### config.mk
export PLATFORM = sky130hd
export DESIGN_NAME = gcd_stein
export DESIGN_NICKNAME = d
export VERILOG_FILES = /design/src/rtl/gcd_stein.sv
export SDC_FILE = /design/constraint.sdc
export NUM_CORES = 1
export LEC_CHECK = 0
export ABC_AREA = 1
export BUFFER_PORTS_ARGS = -buffer_cell sky130_fd_sc_hd__buf_4
export CAP_MARGIN = 10
export CORE_MARGIN = 4
export CORE_UTILIZATION = 45
export DETAILED_ROUTE_END_ITERATION = 10
export HOLD_SLACK_MARGIN = 0.02
export SYNTH_ARGS = -nofsm -noshare
export SYNTH_HDL_FRONTEND = slang
export SYNTH_SLANG_ARGS = --single-unit
### constraint.sdc
create_clock -name clk -period 4.1 [get_ports clk]
set_input_delay 0.205 -clock clk [delete_from_list [all_inputs] [get_ports clk]]
set_output_delay 0.205 -clock clk [all_outputs]
set_load 0.005 [all_outputs]
### src/rtl/gcd_stein.sv
// gcd_stein: iterative binary (Stein) GCD engine with a start / valid / out_ready
// handshake. One reduction step is taken per clock while busy.
// Optional cycle counter output `cycles` is compiled in when the macro
// GCD_STEIN_CYCLE_CNT_EN is defined; without it the port and counter are absent.
module gcd_stein #(
    parameter int WIDTH = 16
) (
    input  logic             clk,
    input  logic             rst,
    input  logic             start,
    input  logic [WIDTH-1:0] a_in,
    input  logic [WIDTH-1:0] b_in,
    input  logic             out_ready,
    output logic             busy,
    output logic             valid,
    output logic [WIDTH-1:0] out
`ifdef GCD_STEIN_CYCLE_CNT_EN
    ,
    output logic [$clog2(2*WIDTH+2)-1:0] cycles
`endif
);

    // k counts common factors of two; it never exceeds WIDTH-1 for nonzero operands
    localparam int K_W = $clog2(WIDTH) + 1;

    typedef enum logic [1:0] {
        IDLE = 2'd0,
        BUSY = 2'd1,
        DONE = 2'd2
    } state_t;

    state_t           state_reg, state_next;
    logic [WIDTH-1:0] a_reg, a_next;
    logic [WIDTH-1:0] b_reg, b_next;
    logic [K_W-1:0]   k_reg, k_next;
    logic [WIDTH-1:0] out_reg, out_next;
    logic             valid_reg, valid_next;

    // Register update; reset wins over any in-flight computation or handshake
    always_ff @(posedge clk) begin
        if (rst) begin
            state_reg <= IDLE;
            a_reg     <= '0;
            b_reg     <= '0;
            k_reg     <= '0;
            out_reg   <= '0;
            valid_reg <= 1'b0;
        end else begin
            state_reg <= state_next;
            a_reg     <= a_next;
            b_reg     <= b_next;
            k_reg     <= k_next;
            out_reg   <= out_next;
            valid_reg <= valid_next;
        end
    end

    // Next-state and datapath: one Stein step per BUSY cycle, first matching case wins
    always_comb begin
        state_next = state_reg;
        a_next     = a_reg;
        b_next     = b_reg;
        k_next     = k_reg;
        out_next   = out_reg;
        valid_next = valid_reg;
        case (state_reg)
            IDLE: begin
                if (start) begin
                    a_next     = a_in;
                    b_next     = b_in;
                    k_next     = '0;
                    state_next = BUSY;
                end
            end
            BUSY: begin
                if (a_reg == '0) begin
                    out_next   = b_reg << k_reg;
                    valid_next = 1'b1;
                    state_next = DONE;
                end else if (b_reg == '0) begin
                    out_next   = a_reg << k_reg;
                    valid_next = 1'b1;
                    state_next = DONE;
                end else if (!a_reg[0] && !b_reg[0]) begin
                    a_next = a_reg >> 1;
                    b_next = b_reg >> 1;
                    k_next = k_reg + K_W'(1);
                end else if (!a_reg[0]) begin
                    a_next = a_reg >> 1;
                end else if (!b_reg[0]) begin
                    b_next = b_reg >> 1;
                end else if (a_reg >= b_reg) begin
                    // both odd: the difference is even, so halve it in the same step
                    a_next = (a_reg - b_reg) >> 1;
                end else begin
                    b_next = (b_reg - a_reg) >> 1;
                end
            end
            DONE: begin
                // start is deliberately not looked at here, even on the handshake edge
                if (out_ready) begin
                    valid_next = 1'b0;
                    state_next = IDLE;
                end
            end
            default: begin
                state_next = IDLE;
            end
        endcase
    end

    assign busy  = (state_reg != IDLE);
    assign valid = valid_reg;
    assign out   = out_reg;

`ifdef GCD_STEIN_CYCLE_CNT_EN
    localparam int CNT_W = $clog2(2*WIDTH+2);

    logic [CNT_W-1:0] cnt_reg, cnt_next;

    // Cycle counter register
    always_ff @(posedge clk) begin
        if (rst) begin
            cnt_reg <= '0;
        end else begin
            cnt_reg <= cnt_next;
        end
    end

    // Clear on accepted start, count every BUSY edge (saturating), hold otherwise
    always_comb begin
        cnt_next = cnt_reg;
        if (state_reg == IDLE && start) begin
            cnt_next = '0;
        end else if (state_reg == BUSY && cnt_reg != {CNT_W{1'b1}}) begin
            cnt_next = cnt_reg + CNT_W'(1);
        end
    end

    assign cycles = cnt_reg;
`endif

endmodule

# Yosys cells after proc, flatten, opt, wreduce, memory -nomap -nowiden
# Index checks and enable logic that the tools add are counted.
op_classes:
  multipliers: 0
  mux: 32
  n_bitwise: 0
  n_eq_ne: 12
  shift: 2
  n_reduce_logical: 18
  order_cmp: 1
  n_div: 0
  add_sub_neg: 3
ops:
  columns: ["op", "n"]
  rows:
  - ["16-bit two-way mux", 16]
  - ["16-bit case mux with 2 select lines", 2]
  - ["16-bit logical NOT", 2]
  - ["16-bit by 5-bit left shift with 16-bit output", 2]
  - ["16-bit subtractor", 2]
  - ["5-bit two-way mux", 4]
  - ["16-bit >= comparator", 1]
  - ["4-bit inequality test, second input constant", 3]
  - ["6-bit AND reduction", 2]
  - ["2-bit inequality test, second input constant", 5]
  - ["5-bit case mux with 2 select lines", 1]
  - ["5-bit AND reduction", 2]
  - ["2-bit two-way mux", 4]
  - ["2-bit nonzero test", 4]
  - ["3-bit inequality test, second input constant", 2]
  - ["2-bit case mux with 3 select lines", 1]
  - ["3-bit AND reduction", 2]
  - ["5-bit by 1-bit adder with 5-bit output, second input constant", 1]
  - ["4-bit AND reduction", 1]
  - ["1-bit two-way mux", 3]
  - ["2-bit by 1-bit == test with 1-bit output, second input constant", 1]
  - ["2-bit == test, second input constant", 1]
  - ["1-bit logical NOT", 2]
  - ["2-bit logical NOT", 1]
  - ["3 further kinds", 3]
word_totals:
  out_inout_bits: 18
  wordCells: 76
  romBits: 0
  memories: 0
  mem_bits_rw: 0
  latch_bits: 0
  register_bits: 56

# Logic depth before layout (Yosys ltp)
# Gate-level depths: netlist (run 1).
logic_depth:
  word_depth: 8
  depth_mapped: 18
  ltp_nobuf: 16

# Worst setup path after synthesis (run 1)
# No wires, ideal clock.
synth_path:
  path_kind: "flip-flop to flip-flop"
  start: "reg a_reg[0]"
  end: "reg b_reg[10]"
  stages_incl_launch_ff: 15
  setup_slack_ns: 1.731
  t_arrival_ns: 2.237
  setup_ns: 0.132
  required_ns: 3.968
  path_cell_list: "dfxtp_1 > clkinv_1 > ha_1 > fa_1 > o21ai_2 > nand2_1 > nand2_2 > nand2_2 > nand3_4 > nand2_1 > nand2_2 > buf_6 > nor2_1 > nand2_1 > a21oi_1"
synth_via:
  elab_chain_len: 8
  elab_cells_between_ends: 16
  classes_between: "1 x add/sub; 1 x order compare; 3 x eq/ne; 7 x mux; 4 x reduce/logical"
synth_rtl:
  columns: ["item", "line", "text"]
  rows:
  - ["from (decl)", "33", "logic [WIDTH-1:0] a_reg, a_next;"]
  - ["from (signal assigned)", "50", "a_reg <= a_next;"]
  - ["16-bit subtractor", "96", "b_next = (b_reg - a_reg) >> 1;"]
  - ["16-bit two-way mux", "92", "end else if (a_reg >= b_reg) begin"]
  - ["16-bit two-way mux", "90", "end else if (!b_reg[0]) begin"]
  - ["16-bit two-way mux", "88", "end else if (!a_reg[0]) begin"]
  - ["16-bit two-way mux", "84", "end else if (!a_reg[0] && !b_reg[0]) begin"]
  - ["16-bit two-way mux", "80", "end else if (b_reg == '0) begin"]
  - ["16-bit two-way mux", "76", "if (a_reg == '0) begin"]
  - ["16-bit case mux with 2 select lines", "66", "case (state_reg)"]
  - ["to (signal assigned)", "51", "b_reg <= b_next;"]
  - ["to (decl)", "34", "logic [WIDTH-1:0] b_reg, b_next;"]
# Several ways; a longest one is shown, not always the timed one. The select of a mux whose other input is x is not followed.
# A chain may end at the register's enable or synchronous reset.

# Worst setup path in the final report (run 1)
layout_path:
  start: "reg a_reg[0]"
  end: "reg b_reg[4]"
# The elaborated chain is that of the path after synthesis.

==> results of run 1 <==
[power groups by stage]
stage	registers (mW)	logic, mW	clock network [mW]
2_1_floorplan	0.672	1.34	0
3_3_place_gp	0.723	1.66	0
3_5_place_dp	0.723	1.67	0
4_1_cts	0.711	1.68	0.468
5_1_grt	0.720	1.91	0.484
6_report	0.713	1.70	0.463
[cells by family after synthesis]
kind of cell | count (synthesis) | synth area share, %
AO/OA/AOI/OAI | 154 | 15.6
adder cells (fa/ha/maj) | 35 | 8.30
buffers and inverters | 131 | 10.5
AND/OR/NAND/NOR | 497 | 42.0
flip-flops | 56 | 20.5
XOR/XNOR | 19 | 3.05
[critical path, cell delays in order (launching register included)]
cell	delay, ns
sky130_fd_sc_hd__dfxtp_1	0.40
sky130_fd_sc_hd__clkinv_1	0.28
sky130_fd_sc_hd__ha_1	0.39
sky130_fd_sc_hd__fa_1	0.44
sky130_fd_sc_hd__o21ai_2	0.21
sky130_fd_sc_hd__nand2_1	0.08
sky130_fd_sc_hd__nand2_2	0.10
sky130_fd_sc_hd__nand2_2	0.08
sky130_fd_sc_hd__nand3_4	0.17
sky130_fd_sc_hd__nand2_1	0.09
sky130_fd_sc_hd__nand2_2	0.37
sky130_fd_sc_hd__inv_1	0.22
sky130_fd_sc_hd__a21oi_1	0.21
[per-stage QoR]
step / instances / setup slack (ns) / utilization (%)
2_1_floorplan: 892 / 1.73 / -
3_3_place_gp: 1050 / 1.23 / 49.9
3_5_place_dp: 1050 / 1.08 / 49.9
4_1_cts: 1058 / 1.04 / 51.1
5_1_grt: 1058 / 0.721 / 51.1
6_report: 1058 / 0.989 / 51.1
[routing by layer]
metal	vias up	share of wire, %	global-route usage, %
li1	2982	-	-
met1	2687	47	36.5
met2	177	45	41.9
met3	37	5.5	4.08
met4	0	2.9	8.79
met5	-	0	0
[area by class of cell]
type / count / area, um^2 / share of cell area, %
multi-input cells: 705 / 3760 / 63.1
flip-flops and latches: 56 / 1120 / 18.8
repair buffers: 55 / 413 / 6.93
inverters: 91 / 342 / 5.73
well taps: 143 / 179 / 3.00
clock buffers: 6 / 129 / 2.16
clock inverters: 2 / 16.3 / 0.273
[placed cells by master, fill, tap and decap left out, drive strengths merged, types with 17 or more instances in the layout]
master,synthesis,routed
nand2,225,225
nand3,162,162
a21oi,96,96
inv,87,87
nor2,77,77
dfxtp,56,56
buf,22,55
o21ai,44,44
ha,33,33
xor2,17,17
[path summary, 6_finish.rpt]
path / start / end / slack [ns] / cells past startpoint
setup / recovery: a_reg[0]$_SDFFE_PP0P_ / b_reg[4]$_SDFFE_PP0P_ / 0.99 / 12
hold / removal: out_ready / state_reg[1]$_SDFFE_PP0P_ / 0.17 / 3
hold reg to reg: out[1]$_SDFFE_PP0P_ / out[1]$_SDFFE_PP0P_ / 0.47 / 2
setup reg to reg: a_reg[0]$_SDFFE_PP0P_ / b_reg[4]$_SDFFE_PP0P_ / 0.99 / 12
==> metrics.yaml, run 1 <==
global_routing:
  pin_count_of_the_biggest_net_entering_global_routing: 34
  overflow: 0
  antenna_found_initial: 0
  grt_pass1_vias: 5615
  grt_util_all_layers_pct: 26.4
  grt_pass1_wl_um: 29800
die:
  placeableCoreArea_mm2: 0.0117
  die_height_um: 118
  floorplan.die_area_mm2: 0.0140
  floorplan.rows: 39
  effective_utilization_at_floorplan_pct: 46.8
  die_width_um: 118
  floorplan.io_pins: 54
cells_and_area:
  finalNetCount: 985
  layout.cell_area.non_filler_mm2: 0.00596
  synthToLayoutAreaGrowth_pct: 9.26
  n_antenna_cell: 0
  post_route_cells_drive_above_1_share_pct: 12.7
  filler_cell_count: 1253
route:
  drt_pass1_iterations: 5
  remaining_drc_errors: 0
  routed-via-count: 5883
  number_of_antenna_violating_nets_in_the_routed_design: 0
  initialDrtViolationCount: 511
  totalWireLength_um: 18300
  wl_per_cell_um: 17.3
  vias_per_cell: 5.56
cts:
  clock_pin_transition_on_the_worst_setup_and_hold_timing_paths_ns: 0.08
  cts_htree_levels: 2
  cts_root_buf: "sky130_fd_sc_hd__clkbuf_16"
  postCtsSetupRepairBufs: 0
  post_cts_resize_count: 0
  tritoncts_clock_tree: "yes"
  number_of_buffers_created_by_cts: 5
  max-clock-path-buffers: 2
  clock_latency_on_the_worst_skew_pair_ns: 0.31
  cts_num_sinks: 56
  cts_hold_buf: 0
power:
  design_power_total_mw: 2.87
  power.internal_mw: 1.39
  power_switching_share_pct: 51.7
  peak_vdd_ir_mv: 0.198
  power_density_mw_per_mm2: 482
  switchingPower_mw: 1.48
  p_comb_share_pct: 59.1
  leakage_nw: 2.85
  power.share.sequential_pct: 24.8
  clockPowerShare_pct: 16.1
setup_path:
  worst-setup-path-type: "flip-flop to flip-flop"
  required_ns: 4.34
  timing.critical_path.fanout_max: 23
  timing.critical_path.arrival_ns: 3.35
  crit_path_end_kind: "flip-flop"
  critical_path.startpoint_type: "flip-flop"
place:
  placement.io_buffers: 53
  post-dp-hpwl_um: 14700
  finalWeightedCongestion: 0.984
  dpl_cell_area_mm2: 0.00582
timing:
  timing.final.max_slew_violations: 0
  fin_skew_ns: 0.00682
  rsz_0062_raised_after_global_routing: "no"
  timing.hold.ws_ns: 0.166
  post-route-min-period_ns: 3.11
  period_share_pct: 75.9
  finalHoldViolCount: 0
  finalSetupViolCount: 0
  max_slew_margin_pct: 43.0
  setup_total_negative_slack_ns: 0
  max_freq_mhz: 321
  worst_slew_pin_slew_ns: 0.854
synth:
  synth-seq-area-share_pct: 20.5
  async_s_r_ff_share_synth_pct: 0
  synth.most_common_cell: "sky130_fd_sc_hd__nand2_1"
  synthesized_area_mm2: 0.00546
  post-synth-top-area-fraction_pct: 20.5
  ys.flop_type: "sky130_fd_sc_hd__dfxtp_1"
  synth-seq-cells: 56
  ys.warnings.count: 0
  synth.top_cells.by_area: "sky130_fd_sc_hd__dfxtp_1 21%, sky130_fd_sc_hd__nand2_1 15%, sky130_fd_sc_hd__nand3_1 15%, sky130_fd_sc_hd__a21oi_1 8.4%, sky130_fd_sc_hd__ha_1 7.6%"
  number_of_nets_in_the_synthesized_netlist: 963
  post_synth.cell_area_avg_um2: 6.12
  netlist-cell-type-count: 44
  synth_largest_area_cell: "sky130_fd_sc_hd__dfxtp_1"
  synth-edff-count: 0
  yosys-top-cells-count: "213 x sky130_fd_sc_hd__nand2_1, 159 x sky130_fd_sc_hd__nand3_1, 92 x sky130_fd_sc_hd__a21oi_1, 78 x sky130_fd_sc_hd__inv_1, 67 x sky130_fd_sc_hd__nor2_1"
  post_synth_inst_count: 892
run_status:
  run_status: "finished clean"
flow_run:
  cap_viol_max_count: 0
hold_path:
  worstHoldPathType: "input port to flip-flop"
(Power assumes the default switching activity.)
==> run 2, diff against run 1 <==
==> constraint.sdc (replaced) <==
create_clock -name clk -period 3.1 [get_ports clk]
set_input_delay 0.155 -clock clk [delete_from_list [all_inputs] [get_ports clk]]
set_output_delay 0.155 -clock clk [all_outputs]
set_load 0.005 [all_outputs]
==> metrics.yaml, run 2 (synthesized netlist as in run 1, its figures left out) <==
run_status:
  run_status: "finished clean"
timing:
  timing.final.max_slew_violations: 0
  period_share_pct: 91.8
  finalSetupViolCount: 0
  setup_total_negative_slack_ns: 0
  timing.hold.ws_ns: 0.0687
  post-route-min-period_ns: 2.84
  worst_slew_pin_slew_ns: 0.808
  fin_skew_ns: 0.00373
  max_slew_margin_pct: 46.1
  rsz_0062_raised_after_global_routing: "no"
  finalHoldViolCount: 0
  max_freq_mhz: 352
cells_and_area:
  finalNetCount: 994
  mostFrequentLayoutCells: "213 x sky130_fd_sc_hd__nand2_1, 159 x sky130_fd_sc_hd__nand3_1, 92 x sky130_fd_sc_hd__a21oi_1, 78 x sky130_fd_sc_hd__inv_1, 67 x sky130_fd_sc_hd__nor2_1"
  postLayoutCoreUtil_pct: 51.7
  layout.cell_area.non_filler_mm2: 0.00603
  regArea_mm2: 0.00112
  n_antenna_cell: 0
  multi_input_area_mm2: 0.00376
  filler_cell_count: 1252
  synthToLayoutAreaGrowth_pct: 10.5
  final_common_cell: "sky130_fd_sc_hd__nand2_1"
  post_route_cells_drive_above_1_share_pct: 13.6
hold_path:
  min_to: "b_reg[15]$_SDFFE_PP0P_"
  worstHoldPathCells: 3
  worstHoldStart: "b_in[15]"
  worstHoldPathType: "input port to flip-flop"
setup_path:
  crit_path_end_kind: "flip-flop"
  required_ns: 3.34
  critical_path.startpoint_type: "flip-flop"
  worstReg2RegStart: "a_reg[0]$_SDFFE_PP0P_"
  critical_path.reg2reg.endpoint: "b_reg[6]$_SDFFE_PP0P_"
  worst-setup-path-type: "flip-flop to flip-flop"
  timing.critical_path.fanout_max: 23
  setup.reg_to_reg.worst_slack_ns: 0.26
  timing.critical_path.arrival_ns: 3.08
  timing.reg2reg.worst_path_depth: 12
power:
  power_switching_share_pct: 51.9
  leakage_nw: 2.90
  power.internal_mw: 1.86
  switchingPower_mw: 2.01
  peak_vdd_ir_mv: 0.289
  power.share.sequential_pct: 24.1
  clockPowerShare_pct: 16.0
  design_power_total_mw: 3.86
  p_comb_share_pct: 59.9
  power_density_mw_per_mm2: 640
route:
  wl_per_cell_um: 17.8
  totalWireLength_um: 19000
  routed-via-count: 6047
  vias_per_cell: 5.67
  remaining_drc_errors: 0
  number_of_antenna_violating_nets_in_the_routed_design: 0
  drt_pass1_iterations: 5
  initialDrtViolationCount: 558
die:
  floorplan.io_pins: 54
  effective_utilization_at_floorplan_pct: 46.8
  die_width_um: 118
  floorplan.rows: 39
  placeableCoreArea_mm2: 0.0117
  floorplan.die_area_mm2: 0.0140
  die_height_um: 118
cts:
  postCtsSetupRepairBufs: 0
  max-clock-path-buffers: 2
  post_cts_resize_count: 0
  cts_root_buf: "sky130_fd_sc_hd__clkbuf_16"
  cts_hold_buf: 0
  tritoncts_clock_tree: "yes"
  cts_num_sinks: 56
  clock_latency_on_the_worst_skew_pair_ns: 0.31
  clock_pin_transition_on_the_worst_setup_and_hold_timing_paths_ns: 0.08
  number_of_buffers_created_by_cts: 5
  cts_htree_levels: 2
global_routing:
  overflow: 0
  met1_usage_pct: 38.1
  grt_util_all_layers_pct: 27.4
  gr-usage-met3_pct: 3.41
  grt_pass1_wl_um: 30900
  antenna_found_initial: 0
  grt_pass1_vias: 5808
  grt_util_met2_pct: 43.6
  pin_count_of_the_biggest_net_entering_global_routing: 34
  grt_most_used_layer: "met2"
place:
  finalWeightedCongestion: 0.974
  placement.io_buffers: 53
  dpl_cell_area_mm2: 0.00588
  post-dp-hpwl_um: 15100
flow_run:
  cap_viol_max_count: 0
==> run 2: stage by stage <==
stage,setup slack (ns),std cells
after global routing,0.0399,1067
final,0.255,1067
after floorplan,0.731,892
after CTS,0.295,1067
after global placement,0.318,1059
after detailed placement,0.312,1059
==> run 2: cell type report <==
| class | count | area share [%] |
|---|---|---|
| Sequential cell | 56 | 18.6 |
| Timing Repair Buffer | 64 | 7.97 |
| Clock inverter | 3 | 0.373 |
| Multi-Input combinational cell | 705 | 62.4 |
| Inverter | 91 | 5.66 |
| Clock buffer | 5 | 2.07 |
| Tap cell | 143 | 2.97 |
==> run 2: worst max path at each step <==
stage,endpoint,startpoint,slack (ns)
2_1_floorplan,b_reg[10]$_SDFFE_PP0P_,a_reg[0]$_SDFFE_PP0P_,0.73
3_3_place_gp,a_reg[15]$_SDFFE_PP0P_,a_reg[5]$_SDFFE_PP0P_,0.32
3_5_place_dp,b_reg[6]$_SDFFE_PP0P_,a_reg[0]$_SDFFE_PP0P_,0.31
4_1_cts,b_reg[6]$_SDFFE_PP0P_,a_reg[0]$_SDFFE_PP0P_,0.29
5_1_grt,b_reg[6]$_SDFFE_PP0P_,a_reg[0]$_SDFFE_PP0P_,0.04
6_report,b_reg[6]$_SDFFE_PP0P_,a_reg[0]$_SDFFE_PP0P_,0.26
==> run 2: power by group through the flow <==
stage          sequential (mW)  clock, mW  combinational, mW
6_report                 0.930      0.617               2.31
5_1_grt                  0.936      0.651               2.58
4_1_cts                  0.925      0.627               2.27
3_5_place_dp             0.942          0               2.26
3_3_place_gp             0.940          0               2.26
2_1_floorplan            0.888          0               1.78
==> run 2: critical path: stages (launching register included) <==
cell                       delay (ns)
sky130_fd_sc_hd__dfxtp_1         0.39
sky130_fd_sc_hd__clkinv_1        0.10
sky130_fd_sc_hd__ha_1            0.28
sky130_fd_sc_hd__fa_1            0.44
sky130_fd_sc_hd__o21ai_2         0.22
sky130_fd_sc_hd__nand2_1         0.08
sky130_fd_sc_hd__nand2_2         0.11
sky130_fd_sc_hd__nand2_2         0.08
sky130_fd_sc_hd__nand3_4         0.17
sky130_fd_sc_hd__nand2_1         0.09
sky130_fd_sc_hd__nand2_2         0.37
sky130_fd_sc_hd__inv_1           0.23
sky130_fd_sc_hd__a21oi_1         0.21
==> run 2: routing by layer <==
metal / part of all wire, % / routed length (um)
met5: 0 / 0
met4: 3.3 / 621
met3: 6.6 / 1250
met2: 44 / 8380
met1: 46 / 8790
